==> config.mk <==
export PLATFORM = sky130hd
export DESIGN_NAME = mdio_arbiter
export DESIGN_NICKNAME = d
export VERILOG_FILES = /design/src/rtl/mdio_arbiter.sv
export SDC_FILE = /design/constraint.sdc
export NUM_CORES = 1
export LEC_CHECK = 0
export CORE_MARGIN = 8
export CORE_UTILIZATION = 36
export CTS_BUF_LIST = sky130_fd_sc_hd__clkbuf_4 sky130_fd_sc_hd__clkbuf_8 sky130_fd_sc_hd__clkbuf_16
export CTS_CLUSTER_SIZE = 24
export DETAILED_ROUTE_END_ITERATION = 6
export GPL_TIMING_DRIVEN = 0
export PLACE_DENSITY = 0.78
export SYNTH_ARGS = -nofsm -noshare
export SYNTH_HDL_FRONTEND = slang
export SYNTH_SLANG_ARGS = --single-unit
==> constraint.sdc <==
create_clock -name clock -period 1.44 [get_ports clock]
set_input_delay 0.144 -clock clock [delete_from_list [all_inputs] [get_ports clock]]
set_output_delay 0.144 -clock clock [all_outputs]
set_load 0.02 [all_outputs]
==> src/rtl/mdio_arbiter.sv <==
// Two-port round-robin arbiter in front of a single MDIO engine (port 0 = PHY config, port 1 = host).
// Define MDIO_TIMEOUT_EN to abort transactions that exceed TIMEOUT_CYCLES clocks.
module mdio_arbiter #(
  parameter int TIMEOUT_CYCLES = 4096
) (
  input  logic        clock,
  input  logic        reset_n,
  input  logic        req0,
  input  logic        we0,
  input  logic [4:0]  addr0,
  input  logic [15:0] wdata0,
  output logic        done0,
  output logic [15:0] rdata0,
  output logic        err0,
  input  logic        req1,
  input  logic        we1,
  input  logic [4:0]  addr1,
  input  logic [15:0] wdata1,
  output logic        done1,
  output logic [15:0] rdata1,
  output logic        err1,
  output logic [4:0]  mdio_addr,
  output logic [15:0] mdio_wdata,
  output logic        mdio_rd_request,
  output logic        mdio_wr_request,
  input  logic        mdio_ready,
  input  logic [15:0] mdio_rd_data,
  output logic        busy,
  output logic        grant
);

  typedef enum logic [2:0] {
    IDLE,
    ISSUE,
    WAIT_BUSY,
    WAIT_DONE,
    COMPLETE
  } state_t;

  state_t state;
  logic   last_grant;
  logic   we_q;
  logic   pick;
  logic   pick_we;

  // A lone requester always wins; on a tie the port not served last wins.
  function automatic logic arbitrate(input logic r0, input logic r1, input logic last);
    if (r0 && r1) return ~last;
    return r1;
  endfunction

  assign pick    = arbitrate(req0, req1, last_grant);
  assign pick_we = pick ? we1 : we0;

`ifdef MDIO_TIMEOUT_EN
  localparam int CNT_W = $clog2(TIMEOUT_CYCLES + 1);
  localparam logic [CNT_W-1:0] LIMIT = CNT_W'(TIMEOUT_CYCLES - 1);

  logic [CNT_W-1:0] tcount;
  logic             expired;
  logic             err_q;

  assign expired = (tcount == LIMIT);
  assign err0    = err_q & ~grant;
  assign err1    = err_q & grant;
`else
  assign err0 = 1'b0;
  assign err1 = 1'b0;
`endif

  always_ff @(posedge clock) begin
    if (!reset_n) begin
      state           <= IDLE;
      last_grant      <= 1'b1;
      grant           <= 1'b0;
      busy            <= 1'b0;
      we_q            <= 1'b0;
      mdio_rd_request <= 1'b0;
      mdio_wr_request <= 1'b0;
      mdio_addr       <= '0;
      mdio_wdata      <= '0;
      done0           <= 1'b0;
      done1           <= 1'b0;
      rdata0          <= '0;
      rdata1          <= '0;
`ifdef MDIO_TIMEOUT_EN
      tcount          <= '0;
      err_q           <= 1'b0;
`endif
    end else begin
      done0 <= 1'b0;
      done1 <= 1'b0;
      case (state)
        IDLE: begin
          if (mdio_ready && (req0 || req1)) begin
            state           <= ISSUE;
            grant           <= pick;
            last_grant      <= pick;
            busy            <= 1'b1;
            we_q            <= pick_we;
            mdio_addr       <= pick ? addr1 : addr0;
            mdio_wdata      <= pick ? wdata1 : wdata0;
            mdio_wr_request <= pick_we;
            mdio_rd_request <= ~pick_we;
`ifdef MDIO_TIMEOUT_EN
            tcount          <= '0;
`endif
          end
        end

        // Strobe stays up until the engine acknowledges by dropping ready.
        ISSUE, WAIT_BUSY: begin
`ifdef MDIO_TIMEOUT_EN
          tcount <= tcount + 1'b1;
`endif
          if (!mdio_ready) begin
            mdio_rd_request <= 1'b0;
            mdio_wr_request <= 1'b0;
            state           <= WAIT_DONE;
`ifdef MDIO_TIMEOUT_EN
          end else if (expired) begin
            mdio_rd_request <= 1'b0;
            mdio_wr_request <= 1'b0;
            state           <= COMPLETE;
            err_q           <= 1'b1;
            if (grant) done1 <= 1'b1;
            else       done0 <= 1'b1;
            if (!we_q && grant)  rdata1 <= 16'hFFFF;
            if (!we_q && !grant) rdata0 <= 16'hFFFF;
`endif
          end else begin
            state <= WAIT_BUSY;
          end
        end

        WAIT_DONE: begin
`ifdef MDIO_TIMEOUT_EN
          tcount <= tcount + 1'b1;
`endif
          if (mdio_ready) begin
            state <= COMPLETE;
            if (grant) done1 <= 1'b1;
            else       done0 <= 1'b1;
            if (!we_q && grant)  rdata1 <= mdio_rd_data;
            if (!we_q && !grant) rdata0 <= mdio_rd_data;
`ifdef MDIO_TIMEOUT_EN
          end else if (expired) begin
            state <= COMPLETE;
            err_q <= 1'b1;
            if (grant) done1 <= 1'b1;
            else       done0 <= 1'b1;
            if (!we_q && grant)  rdata1 <= 16'hFFFF;
            if (!we_q && !grant) rdata0 <= 16'hFFFF;
`endif
          end
        end

        // done pulses during this cycle; no new grant until IDLE.
        COMPLETE: begin
          state <= IDLE;
          busy  <= 1'b0;
`ifdef MDIO_TIMEOUT_EN
          err_q <= 1'b0;
`endif
        end

        default: state <= IDLE;
      endcase
    end
  end

endmodule

==> flow_summary.json, run 1 <==
{
  "cp-startpoint": "done0$_SDFF_PN0_",
  "rsz0062_at_grt": "yes",
  "fin_crit_sh": 0.950,
  "viasPerCell": 4.95,
  "die-area_mm2": 0.0102,
  "final_area_mm2": 0.00428,
  "cap_violations": 0,
  "drtAntennaViolNets": 0,
  "async_reset_ff_frac": 0,
  "fmax_mhz": 731,
  "drcViolationCount": 0,
  "reg2reg_from": "state[2]$_SDFFE_PN0P_",
  "routabilityCongestion": 0.783,
  "critPathCaptureType": "output port",
  "min_path_type": "in2reg",
  "ys_ff_latch": 64,
  "finalClockSkew_ns": 0.00974,
  "first_pass_iters": 5,
  "cp_max_fo": 1,
  "cts_root_buf": "clkbuf_8",
  "p_leak_nw": 2.30,
  "irDropWorstVdd_mv": 0.514,
  "clk_pin_slew_ns": 0.07,
  "vias": 2631,
  "worstSetupStartpointType": "flip-flop",
  "layout-drive-gt1-share": 0.106,
  "die_height_um": 101,
  "placed_area_mm2": 0.00396,
  "synth_top_cell_area_share": 0.492,
  "synth_area_mm2": 0.00261,
  "syn_area_per_cell_um2": 8.99,
  "synth_cell_types": 32,
  "holdWs_ns": 0.252,
  "synth_warnings": 0,
  "critPathBufInv": 1,
  "cp_data_arrival_time_ns": 1.22,
  "gr-total-overflow": 0,
  "cts_tree": "yes",
  "ios": 126,
  "grt_max_degree": 13,
  "relSlewSlack": 0.662,
  "regArea_mm2": 0.00128,
  "dp_hpwl_mm": 6.52,
  "grt_usage": 0.163,
  "critical_path_class": "reg2out",
  "wl_mm": 8.56,
  "multiInputGateArea_mm2": 0.00125,
  "status": "finished clean",
  "wl_per_cell_um": 16.1,
  "finalPower_mw": 4.22,
  "final_cells": 532,
  "path_cells": "clkdlybuf4s50_1",
  "diodes": 0,
  "pre_cts_slack_ns": -0.579,
  "cp_slowest_cell": "clkdlybuf4s50_1",
  "nets": 493,
  "fp.dieW_um": 101,
  "start_util": 0.365,
  "antenna_found_initial": 0,
  "yosysMostFrequentCell": "nand2_1",
  "p_per_area_mw_per_mm2": 986,
  "clock_sink_count": 64,
  "hold_start": "reset_n",
  "cp_slowest_stage_delay_ns": 0.60,
  "numCtsBuffers": 9,
  "setup_ws_ns": 0.0718,
  "area_delta_synth_final_pct": 64.2,
  "fillCellCount": 668,
  "grt_pass1_vias": 2701,
  "fin_util": 0.600,
  "clkLatencyLatePin_ns": 0.32,
  "hold_violations": 0,
  "synth_edf_count": 0,
  "rows": 31,
  "synth_commonest_cells": "92 x nand2_1, 64 x dfxtp_1, 33 x mux2i_1",
  "post_synth_inst_count": 290,
  "ctsHtreeMaxLevel": 3,
  "drt-initial-drc-count": 80,
  "placed_cells_incl_taps": 512,
  "port-buffer-count": 122,
  "grt_pass1_wl_mm": 13.2,
  "crit_family": "buffers and inverters",
  "ys.flop_type": "dfxtp_1",
  "setup_tns_ns": 0,
  "cts_buffer_depth": 2,
  "ys_seq_area_frac": 0.492,
  "setup_viol": 0,
  "synth_area_leaders": "dfxtp_1 49%, nand2_1 13%, mux2i_1 13%",
  "slew_viol_final": 0,
  "yosysTopAreaCell": "dfxtp_1",
  "period_needed_ns": 1.37,
  "coreArea_mm2": 0.00714,
  "tightest_slew_ns": 0.507,
  "crit_required_ns": 1.30
}
-- cell families (layout without fill, tap and decap cells) --
kind of cell | count (synthesis) | after routing | synth area share
AO/OA/AOI/OAI | 56 | 56 | 0.148
flip-flops | 64 | 64 | 0.492
buffers and inverters | 23 | 165 | 0.0418
other | 1 | 2 | 0.00144
XOR/XNOR | 1 | 1 | 0.00336
multiplexers | 34 | 34 | 0.131
AND/OR/NAND/NOR | 111 | 111 | 0.182
-- report_power, final --
part | internal (mW) | leakage [nW] | total (mW) | switching [mW]
Sequential | 1.87 | 0.522 | 1.94 | 0.0671
Clock | 0.673 | 0.0845 | 1.38 | 0.710
Combinational | 0.440 | 1.69 | 0.902 | 0.462
-- area by class of cell --
class / instances / area share
sequential: 64 / 0.300
buffer: 22 / 0.0313
multi-input combinational: 204 / 0.292
inverter: 1 / 0.000877
clock buffer: 10 / 0.0322
clock inverter: 6 / 0.0105
tap: 99 / 0.0289
timing repair buffer: 126 / 0.304
-- metal layers --
layer / part of all wire / GRT usage / vias up
met1: 0.40 / 0.179 / 1239
met2: 0.52 / 0.282 / 84
met3: 0.057 / 0.0518 / 18
li1: - / - / 1290
met5: 0 / 0 / -
met4: 0.027 / 0.0687 / 0
-- worst paths after layout --
| check | end | slack, ns | cells after the start |
|---|---|---|---|
| setup / recovery | done0 | 0.07 | 1 |
| hold / removal | mdio_wr_request$_SDFFE_PN0P_ | 0.25 | 3 |
| setup reg to reg | mdio_wdata[3]$_SDFFE_PN0P_ | 0.07 | 4 |
| hold reg to reg | rdata1[10]$_SDFFE_PN0P_ | 0.45 | 2 |
-- flip-flops by register name (all words and copies together) (netlist names) --
signal           flops
grant                1
mdio_addr            5
done0                1
mdio_wr_request      1
mdio_rd_request      1
last_grant           1
mdio_wdata          16
state                3
busy                 1
rdata1              16
done1                1
we_q                 1
rdata0              16
-- what timing repair did --
action,CTS,global route
pin swaps,2,3
hold buffers,0,0
setup buffers,3,0
resized for setup,42,47
hold endpoints to repair,0,0
cloned,0,1
endpoints found under the setup margin,79,71
-- placed cells by master (no fill, tap or decap), types with 4 or more instances in the layout --
master	count
dlymetal6s2s_1	32
a311oi_1	21
clkdlybuf4s50_1	64
clkbuf_8	10
nand2_1	92
clkbuf_1	6
buf_4	8
dfxtp_1	61
mux2i_1	33
buf_6	4
a21oi_1	23
dlygate4sd2_1	26
Power figures use the tool's default switching activity.
==> run 2, diff against run 1 <==
--- a/config.mk
+++ b/config.mk
@@ -5,6 +5,7 @@
 export SDC_FILE = /design/constraint.sdc
 export NUM_CORES = 1
 export LEC_CHECK = 0
+export ABC_CLOCK_PERIOD_IN_PS = 1100
 export CORE_MARGIN = 8
 export CORE_UTILIZATION = 36
 export CTS_BUF_LIST = sky130_fd_sc_hd__clkbuf_4 sky130_fd_sc_hd__clkbuf_8 sky130_fd_sc_hd__clkbuf_16
==> constraint.sdc (replaced) <==
create_clock -name clock -period 1.1 [get_ports clock]
set_input_delay 0.11 -clock clock [delete_from_list [all_inputs] [get_ports clock]]
set_output_delay 0.11 -clock clock [all_outputs]
set_load 0.02 [all_outputs]
==> run 2 against run 1 <==
The flow now finishes with violations (negative setup slack). Sequential power up 31%. Largest cell class unchanged. Utilization grew 0.53 points. Non-clock buffer count grew 9. Sequential cell count is the same. Total power increased by 34%. Wire length down 2.0%. Clock power rose by 36%.
==> flow_summary.json, run 2 (same netlist as run 1, synthesis figures left out) <==
{
  "regArea_mm2": 0.00130,
  "numCtsBuffers": 9,
  "wl_mm": 8.39,
  "dp_hpwl_mm": 6.38,
  "cts_root_buf": "clkbuf_8",
  "reg2reg_depth": 4,
  "fillCellCount": 651,
  "p_leak_nw": 1.76,
  "fin_crit_sh": 1.23,
  "layout_common_cells": "92 x nand2_1, 62 x clkdlybuf4s50_1, 59 x dfxtp_1",
  "drtAntennaViolNets": 0,
  "grt_pass1_wl_mm": 13.1,
  "cts_hold_buffers": 0,
  "worstHoldPathCells": 3,
  "worstSetupStartpointType": "flip-flop",
  "min_path_type": "in2reg",
  "viasPerCell": 4.85,
  "finalClockSkew_ns": 0.00745,
  "reg2reg_from": "state[0]$_SDFFE_PN0P_",
  "placed_cells_incl_taps": 512,
  "cts_tree": "yes",
  "drcViolationCount": 0,
  "fmax_mhz": 737,
  "hold_end": "mdio_rd_request$_SDFFE_PN0P_",
  "grt_max_degree": 11,
  "wl_per_cell_um": 15.5,
  "start_util": 0.365,
  "cp-startpoint": "state[0]$_SDFFE_PN0P_",
  "port-buffer-count": 122,
  "grt_usage": 0.163,
  "clk_pin_slew_ns": 0.07,
  "routabilityCongestion": 0.803,
  "die-area_mm2": 0.0102,
  "ctsHtreeMaxLevel": 3,
  "rows": 31,
  "setup_ws_ns": -0.257,
  "area_delta_synth_final_pct": 65.7,
  "layout-drive-gt1-share": 0.269,
  "fp.dieW_um": 101,
  "clkLatencyLatePin_ns": 0.33,
  "critPathBufInv": 1,
  "final_common_cell": "nand2_1",
  "cap_violations": 0,
  "holdWs_ns": 0.221,
  "coreArea_mm2": 0.00714,
  "reg_top3": "mdio_wdata x16, rdata0 x16, rdata1 x16",
  "final_cells": 541,
  "diodes": 0,
  "multiInputGateArea_mm2": 0.00129,
  "failed_checks": "negative setup slack",
  "hold_violations": 0,
  "nets": 502,
  "relSlewSlack": 0.656,
  "rr_endpoint": "mdio_wdata[14]$_SDFFE_PN0P_",
  "die_height_um": 101,
  "crit_family": "simple AND/OR/NAND/NOR gates",
  "slew_viol_final": 0,
  "cp_slowest_stage_delay_ns": 0.39,
  "path_cells": "or3_4 -> nor2_4 -> buf_6 -> a311oi_1",
  "drt-initial-drc-count": 60,
  "setup_viol": 59,
  "critPathCaptureType": "flip-flop",
  "vias": 2625,
  "cp_slowest_cell": "or3_4",
  "cp_data_arrival_time_ns": 1.55,
  "clock_sink_count": 64,
  "cts_buffer_depth": 2,
  "p_per_area_mw_per_mm2": 1310,
  "tightest_slew_ns": 0.517,
  "status": "finished, violations left",
  "first_pass_iters": 4,
  "ios": 126,
  "cp_max_fo": 6,
  "period_needed_ns": 1.36,
  "gr-total-overflow": 0,
  "hold_start": "reset_n",
  "crit_required_ns": 1.30,
  "grt_pass1_vias": 2667,
  "rsz0062_at_grt": "yes",
  "ff2ff_setup_slack_ns": -0.26,
  "antenna_found_initial": 0,
  "irDropWorstVdd_mv": 0.829,
  "critical_path_class": "reg2reg"
}
-- run 2: cell count changes in the layout (fill, tap and decap cells not counted), moves of 6 or more --
cell             change
dlymetal6s2s_1      -32
dlygate4sd2_1       -25
clkbuf_2            +14
buf_6                +6
buf_2                +7
clkdlybuf4s15_2     +32
-- run 2: timing repair --
item                                    4_1_cts  5_1_grt
pin swaps                                     5        3
setup buffers                                 9        1
endpoints found under the setup margin      118       80
cloned                                        1        2
resized for setup                           182       36
-- run 2: worst max-delay path by stage --
stage | endpoint | slack [ns] | cells after the start
final | mdio_wdata[14]$_SDFFE_PN0P_ | -0.26 | 4
after detailed placement | rdata0[8]$_SDFFE_PN0P_ | -0.86 | 5
after floorplan | rdata0[10]$_SDFFE_PN0P_ | -0.22 | 4
after CTS | mdio_wdata[14]$_SDFFE_PN0P_ | -0.25 | 4
after global placement | rdata0[5]$_SDFFE_PN0P_ | -0.83 | 5
after global routing | rdata0[1]$_SDFFE_PN0P_ | -0.33 | 4
-- run 2: layout make-up --
class | instances | area share
multi-input cells | 204 | 0.299
well taps | 99 | 0.0287
plain buffers | 22 | 0.0356
repair buffers | 135 | 0.292
flip-flops and latches | 64 | 0.300
inverters | 1 | 0.000869
clock inverters | 3 | 0.00348
clock buffers | 13 | 0.0400
-- run 2: report_power, final --
| group | internal [mW] | leakage [nW] | switching, mW |
|---|---|---|---|
| sequential | 2.45 | 0.524 | 0.0928 |
| clock | 1.02 | 0.103 | 0.858 |
| combinational | 0.620 | 1.14 | 0.626 |
-- run 2: per-stage QoR --
stage	utilization	TNS (ns)	cell area [µm²]	power, mW	worst slack, ns
after CTS	0.611	-9.59	4360	5.69	-0.249
final	0.605	-10.49	4320	5.66	-0.257
after detailed placement	0.562	-41.81	4010	3.78	-0.861
after global routing	0.605	-13.44	4320	5.94	-0.325
after floorplan	-	-6.79	2660	3.19	-0.219
after global placement	0.562	-40.00	4010	3.76	-0.830
-- run 2: routing by layer --
layer | global-route usage | wire length (µm) | up-vias
li1 | - | - | 1310
met1 | 0.190 | 3670 | 1203
met2 | 0.260 | 3790 | 102
met3 | 0.0670 | 815 | 10
met4 | 0.0653 | 115 | 0
met5 | 0 | 0 | -
-- run 2: worst reg2reg max path: cells and delay by family, from the launching register on --
| kind | cells | cell delay, ns |
|---|---|---|
| AO/OA/AOI/OAI | 1 | 0.09 |
| AND/OR/NAND/NOR | 2 | 0.60 |
| buffers and inverters | 1 | 0.16 |
| flip-flops | 1 | 0.38 |
==> run 3, diff against run 2 <==
--- a/config.mk
+++ b/config.mk
@@ -6,7 +6,7 @@
 export NUM_CORES = 1
 export LEC_CHECK = 0
 export ABC_CLOCK_PERIOD_IN_PS = 1100
-export CORE_MARGIN = 8
+export CORE_MARGIN = 2
 export CORE_UTILIZATION = 36
 export CTS_BUF_LIST = sky130_fd_sc_hd__clkbuf_4 sky130_fd_sc_hd__clkbuf_8 sky130_fd_sc_hd__clkbuf_16
 export CTS_CLUSTER_SIZE = 24
==> run 3 against run 2 <==
The flow still finishes with violations (negative setup slack). Sequential power hardly changed. Clock skew is 0.0030 ns higher. Worst hold slack better by 0.014 ns. Fmax is 0.60% lower. Register-to-register slack hardly changed. Critical path type unchanged. Largest cell class unchanged. Largest power group unchanged.
==> flow_summary.json, run 3 (same netlist as run 1, synthesis figures left out) <==
{
  "setup_viol": 59,
  "holdWs_ns": 0.235,
  "rsz0062_at_grt": "yes",
  "clock_sink_count": 64,
  "final_area_mm2": 0.00431,
  "diodes": 0,
  "fin_util": 0.604,
  "viasPerCell": 4.87,
  "cp_data_arrival_time_ns": 1.57,
  "ios": 126,
  "cp_slowest_stage_delay_ns": 0.39,
  "worstSetupStartpointType": "flip-flop",
  "area_delta_synth_final_pct": 65.5,
  "setup_ws_ns": -0.265,
  "cp_slowest_cell": "or3_4",
  "slew_viol_final": 0,
  "drcViolationCount": 0,
  "fillCellCount": 674,
  "finalPower_mw": 5.75,
  "critPathBufInv": 1,
  "cts_buffer_depth": 2,
  "vias": 2621,
  "start_util": 0.365,
  "irDropWorstVdd_mv": 0.609,
  "reg_top3": "mdio_wdata x16, rdata0 x16, rdata1 x16",
  "cp_max_fo": 10,
  "cap_violations": 0,
  "grt_pass1_wl_mm": 11.7,
  "placed_area_mm2": 0.00401,
  "first_pass_iters": 4,
  "pre_cts_slack_ns": -0.844,
  "path_cells": "or3_4 -> nor2_4 -> buf_6 -> a311oi_1",
  "finalClockSkew_ns": 0.0104,
  "nets": 499,
  "grt_max_degree": 13,
  "regArea_mm2": 0.00130,
  "crit_family": "simple AND/OR/NAND/NOR gates",
  "fp.dieW_um": 89.1,
  "critPathCaptureType": "flip-flop",
  "grt_usage": 0.190,
  "relSlewSlack": 0.636,
  "fin_crit_sh": 1.24,
  "drtAntennaViolNets": 0,
  "drt-initial-drc-count": 44,
  "ctsHtreeMaxLevel": 3,
  "final_cells": 538,
  "fmax_mhz": 733,
  "p_per_area_mw_per_mm2": 1330,
  "numCtsBuffers": 9,
  "rows": 31,
  "tightest_slew_ns": 0.547,
  "placed_cells_incl_taps": 512,
  "critical_path_class": "reg2reg",
  "wl_per_cell_um": 14.4,
  "status": "finished, violations left",
  "dp_hpwl_mm": 5.69,
  "die_height_um": 89.1,
  "clk_pin_slew_ns": 0.07,
  "ff2ff_setup_slack_ns": -0.27,
  "gr-total-overflow": 0,
  "die-area_mm2": 0.00794,
  "cts_root_buf": "clkbuf_8",
  "layout_common_cells": "92 x nand2_1, 62 x clkdlybuf4s50_1, 59 x dfxtp_1",
  "port-buffer-count": 122,
  "final_common_cell": "nand2_1",
  "grt_pass1_vias": 2572,
  "layout-drive-gt1-share": 0.273,
  "p_leak_nw": 1.74,
  "clkLatencyLatePin_ns": 0.34,
  "wl_mm": 7.75,
  "failed_checks": "negative setup slack",
  "coreArea_mm2": 0.00714,
  "multiInputGateArea_mm2": 0.00129,
  "hold_violations": 0,
  "cts_tree": "yes",
  "setup_tns_ns": -9.40,
  "crit_required_ns": 1.30,
  "routabilityCongestion": 0.773,
  "antenna_found_initial": 0,
  "period_needed_ns": 1.37,
  "cts_hold_buffers": 0,
  "min_path_type": "in2reg"
}
[run 3: cell types whose count changed in the layout (fill, tap and decap cells not counted), sizes merged]
cell           previous run  this run
clkbuf                   38        24
buf                      33        39
clkinvlp                  0         2
inv                       1         3
bufinv                    0         1
clkdlybuf4s15            36        37
clkinv                    3         2
[run 3: per-layer routing]
metal / part of all wire / GRT usage
met4: 0.0074 / 0.0719
met2: 0.50 / 0.329
met5: 0 / 0
met1: 0.41 / 0.214
met3: 0.084 / 0.0683
[run 3: final cells by class]
type                            instances  area share
Sequential cell                        64       0.301
Multi-Input combinational cell        204       0.299
Timing Repair Buffer                  132       0.290
Buffer                                 22      0.0354
Clock buffer                            9      0.0287
Tap cell                               99      0.0287
Clock inverter                          7      0.0162
Inverter                                1    0.000870
[run 3: worst min-delay path: cells and delay by family]
family,cells,cell delay [ns]
buffers and inverters,1,0.21
and+or+nand+nor,1,0.12
AOI/OAI and AO/OA,1,0.07
[run 3: timing repair]
item	in CTS	in global routing
pin swaps	5	0
endpoints found under the setup margin	118	79
resized for setup	198	26
gates cloned	1	0
buffers inserted	8	1
[run 3: final timing paths]
check | start | to | depth (start not counted)
max | state[0]$_SDFFE_PN0P_ | mdio_addr[1]$_SDFFE_PN0P_ | 4
min | reset_n | mdio_rd_request$_SDFFE_PN0P_ | 3
max reg2reg | state[0]$_SDFFE_PN0P_ | mdio_addr[1]$_SDFFE_PN0P_ | 4
min reg2reg | rdata1[11]$_SDFFE_PN0P_ | rdata1[11]$_SDFFE_PN0P_ | 2
[run 3: power breakdown]
part	leakage, nW	switching (mW)	total (mW)	internal [mW]
combinational	1.12	0.618	1.22	0.607
clock	0.0960	0.944	1.99	1.05
sequential	0.524	0.0953	2.54	2.44
